<file path="src/rtl/afifo_burst_tx_pkg.sv">
// Shared definitions for the afifo burst packetizer (write side) and its
// read-side word decoder: word kind tags, FSM states, header field offsets.
package afifo_burst_tx_pkg;

  // Word kind tag carried in the two MSBs of every afifo word.
  localparam logic [1:0] KIND_HDR  = 2'b01;
  localparam logic [1:0] KIND_DATA = 2'b10;
  localparam logic [1:0] KIND_LAST = 2'b11;

  // Header payload is {len, addr}; len is the top LEN_W bits of the payload.
  localparam int LEN_W       = 4;
  localparam int AFIFODW_DEF = 32;
  localparam int LEN_MSB     = AFIFODW_DEF - 1;
  localparam int LEN_LSB     = AFIFODW_DEF - LEN_W;

  // FSM state encodings kept as plain constants for older decoders.
  localparam logic [0:0] ST_IDLE = 1'b0;
  localparam logic [0:0] ST_DATA = 1'b1;

  typedef enum logic [0:0] {
    IDLE = ST_IDLE,
    DATA = ST_DATA
  } state_e;

  // Kind tag of a data beat given the beats still remaining after it.
  function automatic logic [1:0] beat_kind(input logic [LEN_W-1:0] rem);
    return (rem == '0) ? KIND_LAST : KIND_DATA;
  endfunction

endpackage

</file>
<file path="src/rtl/afifo_burst_tx.sv">
// Write-clock-domain packetizer: turns a burst command plus its data beats
// into a stream of tagged afifo words (one header, then len+1 data words,
// the final one tagged LAST). A single output stage register decouples the
// handshakes from afifo full; a held word is never dropped or repeated.
module afifo_burst_tx
  import afifo_burst_tx_pkg::*;
#(
  parameter int AFIFODW = 32
) (
  input  logic                 wclk,
  input  logic                 wrst_n,
  input  logic                 cmd_valid,
  output logic                 cmd_ready,
  input  logic [AFIFODW-5:0]   cmd_addr,
  input  logic [3:0]           cmd_len,
  input  logic                 dat_valid,
  output logic                 dat_ready,
  input  logic [AFIFODW-1:0]   dat_data,
  output logic                 wen,
  input  logic                 wqfull,
  output logic [AFIFODW+1:0]   wdata,
  output logic                 busy,
  output logic [15:0]          pkt_cnt
);

  localparam int WW = AFIFODW + 2;

  state_e           state_q, state_d;
  logic [LEN_W-1:0] rem_q, rem_d;
  logic             out_vld_q, out_vld_d;
  logic [WW-1:0]    out_word_q, out_word_d;
  logic [15:0]      pkt_cnt_q;

  logic stage_free;
  logic cmd_fire;
  logic dat_fire;
  logic last_push;

  // The stored word leaves whenever afifo is not full; the stage can take a
  // new word in the same cycle it empties, so bursts run gap-free.
  assign wen        = out_vld_q & ~wqfull;
  assign wdata      = out_word_q;
  assign stage_free = ~out_vld_q | wen;

  assign cmd_ready = (state_q == IDLE) & stage_free;
  assign dat_ready = (state_q == DATA) & stage_free;
  assign cmd_fire  = cmd_valid & cmd_ready;
  assign dat_fire  = dat_valid & dat_ready;

  assign busy      = (state_q != IDLE) | out_vld_q;
  assign last_push = wen & (out_word_q[WW-1 -: 2] == KIND_LAST);
  assign pkt_cnt   = pkt_cnt_q;

  // Next state for the FSM, beat counter and output stage.
  always_comb begin
    state_d    = state_q;
    rem_d      = rem_q;
    out_vld_d  = out_vld_q & ~wen;
    out_word_d = out_word_q;
    if (cmd_fire) begin
      out_vld_d  = 1'b1;
      out_word_d = {KIND_HDR, cmd_len, cmd_addr};
      rem_d      = cmd_len;
      state_d    = DATA;
    end else if (dat_fire) begin
      out_vld_d  = 1'b1;
      out_word_d = {beat_kind(rem_q), dat_data};
      if (rem_q == '0) begin
        state_d = IDLE;
      end else begin
        rem_d = rem_q - 4'd1;
      end
    end
  end

  // State registers; reset discards any partial burst.
  always_ff @(posedge wclk or negedge wrst_n) begin
    if (!wrst_n) begin
      state_q    <= IDLE;
      rem_q      <= '0;
      out_vld_q  <= 1'b0;
      out_word_q <= '0;
    end else begin
      state_q    <= state_d;
      rem_q      <= rem_d;
      out_vld_q  <= out_vld_d;
      out_word_q <= out_word_d;
    end
  end

  // Completed-burst counter, bumped as each LAST word enters afifo.
  always_ff @(posedge wclk or negedge wrst_n) begin
    if (!wrst_n) begin
      pkt_cnt_q <= '0;
    end else if (last_push) begin
      pkt_cnt_q <= pkt_cnt_q + 16'd1;
    end
  end

endmodule
</file>
<file path="config.mk">
export PLATFORM = sky130hd
export DESIGN_NAME = afifo_burst_tx
export DESIGN_NICKNAME = d
export VERILOG_FILES = /design/src/rtl/afifo_burst_tx_pkg.sv /design/src/rtl/afifo_burst_tx.sv
export SDC_FILE = /design/constraint.sdc
export NUM_CORES = 1
export LEC_CHECK = 0
export CELL_PAD_IN_SITES_DETAIL_PLACEMENT = 0
export CELL_PAD_IN_SITES_GLOBAL_PLACEMENT = 1
export CORE_MARGIN = 1.5
export CORE_UTILIZATION = 31
export DETAILED_ROUTE_END_ITERATION = 12
export PLACE_DENSITY_LB_ADDON = 0.1
export SLEW_MARGIN = 25
export SYNTH_ARGS = -nofsm -noshare
export SYNTH_HDL_FRONTEND = slang
export SYNTH_SLANG_ARGS = --single-unit
</file>
<file path="constraint.sdc">
create_clock -name wclk -period 4.3 [get_ports wclk]
set_clock_uncertainty 0.1 [all_clocks]
set_input_delay 0.645 -clock wclk [delete_from_list [all_inputs] [get_ports wclk]]
set_output_delay 0.645 -clock wclk [all_outputs]
set_load 0.02 [all_outputs]
</file>
Word-level counts from Yosys, hierarchy flattened

Index checks and enable logic that the tools add are counted.

Bits in registers: 56
Bits of input ports: 69
Output and inout bits: 54
Logic and storage cells: 38

$add $sub $neg: 2
Eq/ne operators: 2
Muxes and demuxes: 11
Bitwise logic cells: 13
Reduce and logical (&&, ||, !) cells: 5

Operator list:

| cell                                                               | number |
|---|---|
| 34-bit two-way mux                                                 | 2 |
| 16-bit by 1-bit adder with 16-bit output, second input constant    | 1 |
| 4-bit two-way mux                                                  | 3 |
| 1-bit AND                                                          | 7 |
| 1-bit two-way mux                                                  | 6 |
| 4-bit logical NOT                                                  | 1 |
| 1-bit NOT                                                          | 4 |
| 2-bit AND reduction                                                | 2 |
| 2-bit nonzero test                                                 | 2 |
| 4-bit by 1-bit subtractor with 4-bit output, second input constant | 1 |
| 2-bit == test, second input constant                               | 1 |
| 2-bit inequality test, second input constant                       | 1 |
| 1-bit OR                                                           | 2 |

Longest topological paths before layout

Depth after elaboration: 7
Gate-level depth with buffers: 6
Mapped depth without buffers: 6

Worst setup path after synthesis

OpenSTA, ideal clock, no wires.

Kind: input -> register
Start: in wqfull
End: reg state_q
Setup time: 118 ps
Data arrival time: 1741 ps
Required time: 4082 ps
Setup slack: 2341 ps
Cell stages on the path: 4
Path buffers: 0
Path through: a21boi_2 -> nand2_2 -> or4_1 -> a21o_1

Word-level cells in the longest chain between the ends: 7
Elaborated cells on any way between the ends: 11
Those cells by class: 1 x mux; 7 x bitwise; 3 x reduce/logical

Ends and longest elaborated chain:

| element                              | RTL line                                   | text |
|---|---|---|
| start, declared                      | afifo_burst_tx.sv:20                       | `input logic wqfull,` |
| 1-bit NOT (*)                        | afifo_burst_tx.sv:41                       | `assign wen = out_vld_q & ~wqfull;` |
| 1-bit AND (*)                        | afifo_burst_tx.sv:41                       |  |
| 1-bit OR (*)                         | afifo_burst_tx.sv:43                       | `assign stage_free = ~out_vld_q \| wen;` |
| 1-bit AND, on equally long branches  | afifo_burst_tx.sv:45, afifo_burst_tx.sv:46 |  |
| 1-bit AND, on equally long branches  | afifo_burst_tx.sv:47, afifo_burst_tx.sv:48 |  |
| 2-bit nonzero test (no source line)  | --                                         |  |
| 2-bit AND reduction (no source line) | --                                         |  |
| end signal, assigned                 | afifo_burst_tx.sv:84                       | `state_q <= state_d;` |
| end, declared                        | afifo_burst_tx.sv:28                       | `state_e state_q, state_d;` |

Mark *: on every way between the ends. The rest lies on a longest branch, timed or not.
A chain may end at the register's enable or synchronous reset.

Final worst setup path

Start: in wqfull
End: out cmd_ready

Word-level cells in the longest chain between the ends: 4

Ends and longest elaborated chain:

| element       | RTL line             | text |
|---|---|---|
| 1-bit NOT     | afifo_burst_tx.sv:41 |  |
| 1-bit AND     | afifo_burst_tx.sv:41 |  |
| 1-bit OR      | afifo_burst_tx.sv:43 |  |
| 1-bit AND     | afifo_burst_tx.sv:45 | `assign cmd_ready = (state_q == IDLE) & stage_free;` |
| end, declared | afifo_burst_tx.sv:13 | `output logic cmd_ready,` |

No other way between the ends.

==> results.cfg <==
[outcome]
status = complete, no violations

[logic_synthesis]
syn_avg_cell_area_um2 = 9.28
synthSimpleGateAreaFrac_pct = 22.5
syn_area_mm2 = 0.00253
synthTopCellsByArea = dfrtp_1 55%, nand2_1 11%, a31oi_1 7.9%
synthMuxAreaShare_pct = 1.24
synth_fp_nets = 344
synth_area_leader_cell = dfrtp_1
synth_compound_area_share_pct = 10.9
ys_seq_elements = 56
synth_top_area_share_pct = 55.3
synth_xor_area_share_pct = 5.53
netlist_instances = 273
synth_top_family_by_area = simple AND/OR/NAND/NOR gates
synth_cell_type_count = 33
yosys_warnings = 0
yosysSeqAreaShare_pct = 55.3
synth-adder-area-share_pct = 0.988

[floorplan]
pin_count = 123
coreArea_mm2 = 0.00781
die_area_mm2 = 0.00872
num_rows = 32
initial_utilization_pct = 32.4
die_h_um = 93.4
die_w_um = 93.4

[worst_setup_path]
critical_path_class = in2out
worst_setup_path_end_kind = output pin
reg2reg_depth = 4
cp.required_ps = 3560
crit_fanout = 5
start_kind = input pin
arrival_ps = 2120

[grt]
grt_pass1_vias = 2324
grt_max_degree = 69
grt_util_all_layers_pct = 16.3
grt_pass1_wl_mm = 11.2
antenna_found_initial = 0
grt.overflow.total = 0

[timing]
finalCriticalPeriod_ps = 2870
finalCritPeriodShare_pct = 66.7
clock.fmax_ghz = 0.349
finalSetupViolCount = 0
report.final.slew_viol_count = 0
final.setup.tns_ps = 0
hold_viol_final = 0
worst_pin_slew_ps = 720
rsz0062_at_grt = no
slew_headroom_pct = 51.8
layout_setup_ws_ps = 1430

[placement]
port_buffers = 122
preCtsSetupSlack_ps = 1400
dp_hpwl_mm = 4.96
place_congestion = 0.741

[run]
cap_violations = 0

[pwr]
ir_worst_vdd_uv = 265
p_per_area_mw_per_mm2 = 642
p_leak_uw = 0.00169
power_uw = 2560

[finish]
final_util_pct = 51.0
multi_input_area_mm2 = 0.00105
syn2layout_area_growth_pct = 57.3
num_antenna_cells = 0
final-seq-area_mm2 = 0.00140
final_nets = 458
fillers = 755
drive_above_1_share_pct = 4.38

[clock_network]
clkSinkCount = 56
cts_root_buf = clkbuf_8
cts_buffers = 5
clk_pin_slew_ps = 100
postCtsSetupBuffers = 0
clk_latency_ps = 310
cts_buffer_depth = 2
htreeDepth = 2
cts_tree = done
cts.repair.resized = 0
hold_buffers = 0

[drt]
drt-total-wl_mm = 6.92
first_pass_iters = 4
vias = 2367
remaining_drc_errors = 0
via_per_inst = 4.83
drtIter0Drc = 91
wl_per_cell_um = 14.1
antenna_left = 0

[worst_hold_path]
hold_class = in2async
-- layout make-up --
cell class              instances  share of cell area [%]
clock buffers                   5                    1.73
well taps                     102                    3.20
flip-flops and latches         56                    35.2
clock inverters                 3                    2.26
multi-input cells             196                    26.4
repair buffers                124                    30.9
inverters                       4                   0.377
-- metal layers --
metal | wire length (µm) | global-route usage (%) | vias up | share of wire, %
met2 | 3290 | 25.6 | 78 | 48
met5 | 0 | 0 | - | 0
met1 | 3000 | 21.7 | 1131 | 43
met3 | 483 | 4.07 | 11 | 7.0
li1 | - | - | 1147 | -
met4 | 149 | 6.06 | 0 | 2.2
-- cell usage after synthesis (all sizes together) --
| library cell | count |
|---|---|
| nand4 | 6 |
| nor3 | 1 |
| mux2i | 2 |
| xor2 | 2 |
| ha | 2 |
| a21o | 1 |
| o31a | 1 |
| mux2 | 1 |
| nor2b | 1 |
| or2 | 1 |
| and2 | 2 |
| xnor2 | 14 |
| o21ai | 2 |
| and3 | 2 |
| a21oi | 3 |
| inv | 4 |
| o311ai | 1 |
| a21boi | 1 |
| nand4b | 1 |
| or4 | 1 |
| and4 | 2 |
| clkbuf | 8 |
| and4b | 1 |
| o211ai | 1 |
| nor4 | 1 |
| dfrtp | 56 |
| nor2 | 33 |
| buf | 9 |
| nand2 | 74 |
| a31oi | 32 |
| nand3 | 7 |
-- cell families (layout without fill, tap and decap cells) --
kind of cell / count (synthesis) / after routing
AND/OR/NAND/NOR: 133 / 133
flip-flops: 56 / 56
AO/OA/AOI/OAI: 42 / 42
buffers and inverters: 21 / 136
XOR/XNOR: 16 / 16
multiplexers: 3 / 3
adder cells (fa/ha/maj): 2 / 2
-- path summary, 6_finish.rpt --
path                                to         from  slack [ps]
max                          cmd_ready       wqfull        1430
min                        pkt_cnt[10]       wrst_n         260
max reg2reg                    state_q    out_vld_q        2160
min reg2reg                pkt_cnt[15]  pkt_cnt[15]         380
max in group asynchronous     wdata[2]       wrst_n        3000
min in group wclk          pkt_cnt[15]  pkt_cnt[15]         380
-- worst max-delay path, cell delays in order --
cell and delay, ps:
clkdlybuf4s50_1 480, a21oi_1 320, clkdlybuf4s50_1 670
-- per-stage QoR --
step	cell area (µm²)	hold slack, ps	std cells
3_3_place_gp	3820	383	482
6_report	3980	255	490
2_1_floorplan	2530	249	273
5_1_grt	3980	308	490
4_1_cts	3980	278	490
3_5_place_dp	3820	364	482
-- where the power goes --
group	leakage [µW]	total, µW	internal, µW	switching, µW
logic	0.000919	1200	578	624
registers	0.000689	889	739	150
clock network	0.0000784	468	291	176
-- cells in the final DEF (no fill, tap or decap), types with 2 or more instances in the layout --
| master | n |
|---|---|
| ha_1 | 2 |
| nand2_1 | 72 |
| and4_1 | 2 |
| clkbuf_8 | 5 |
| inv_1 | 4 |
| and3_1 | 2 |
| nand3_1 | 7 |
| bufinv_16 | 3 |
| clkdlybuf4s50_1 | 121 |
| mux2i_1 | 2 |
| xor2_1 | 2 |
| and2_1 | 2 |
| a31oi_1 | 32 |
| nand4_1 | 6 |
| nor2_1 | 33 |
| dfrtp_1 | 56 |
| o21ai_0 | 2 |
| buf_4 | 2 |
| xnor2_1 | 14 |
| a21oi_1 | 3 |
-- state kept, by name, summed over array words and instances, names as in the netlist --
register	count
rem_q	4
wdata	34
out_vld_q	1
state_q	1
pkt_cnt	16
Power figures use the tool's default switching activity.
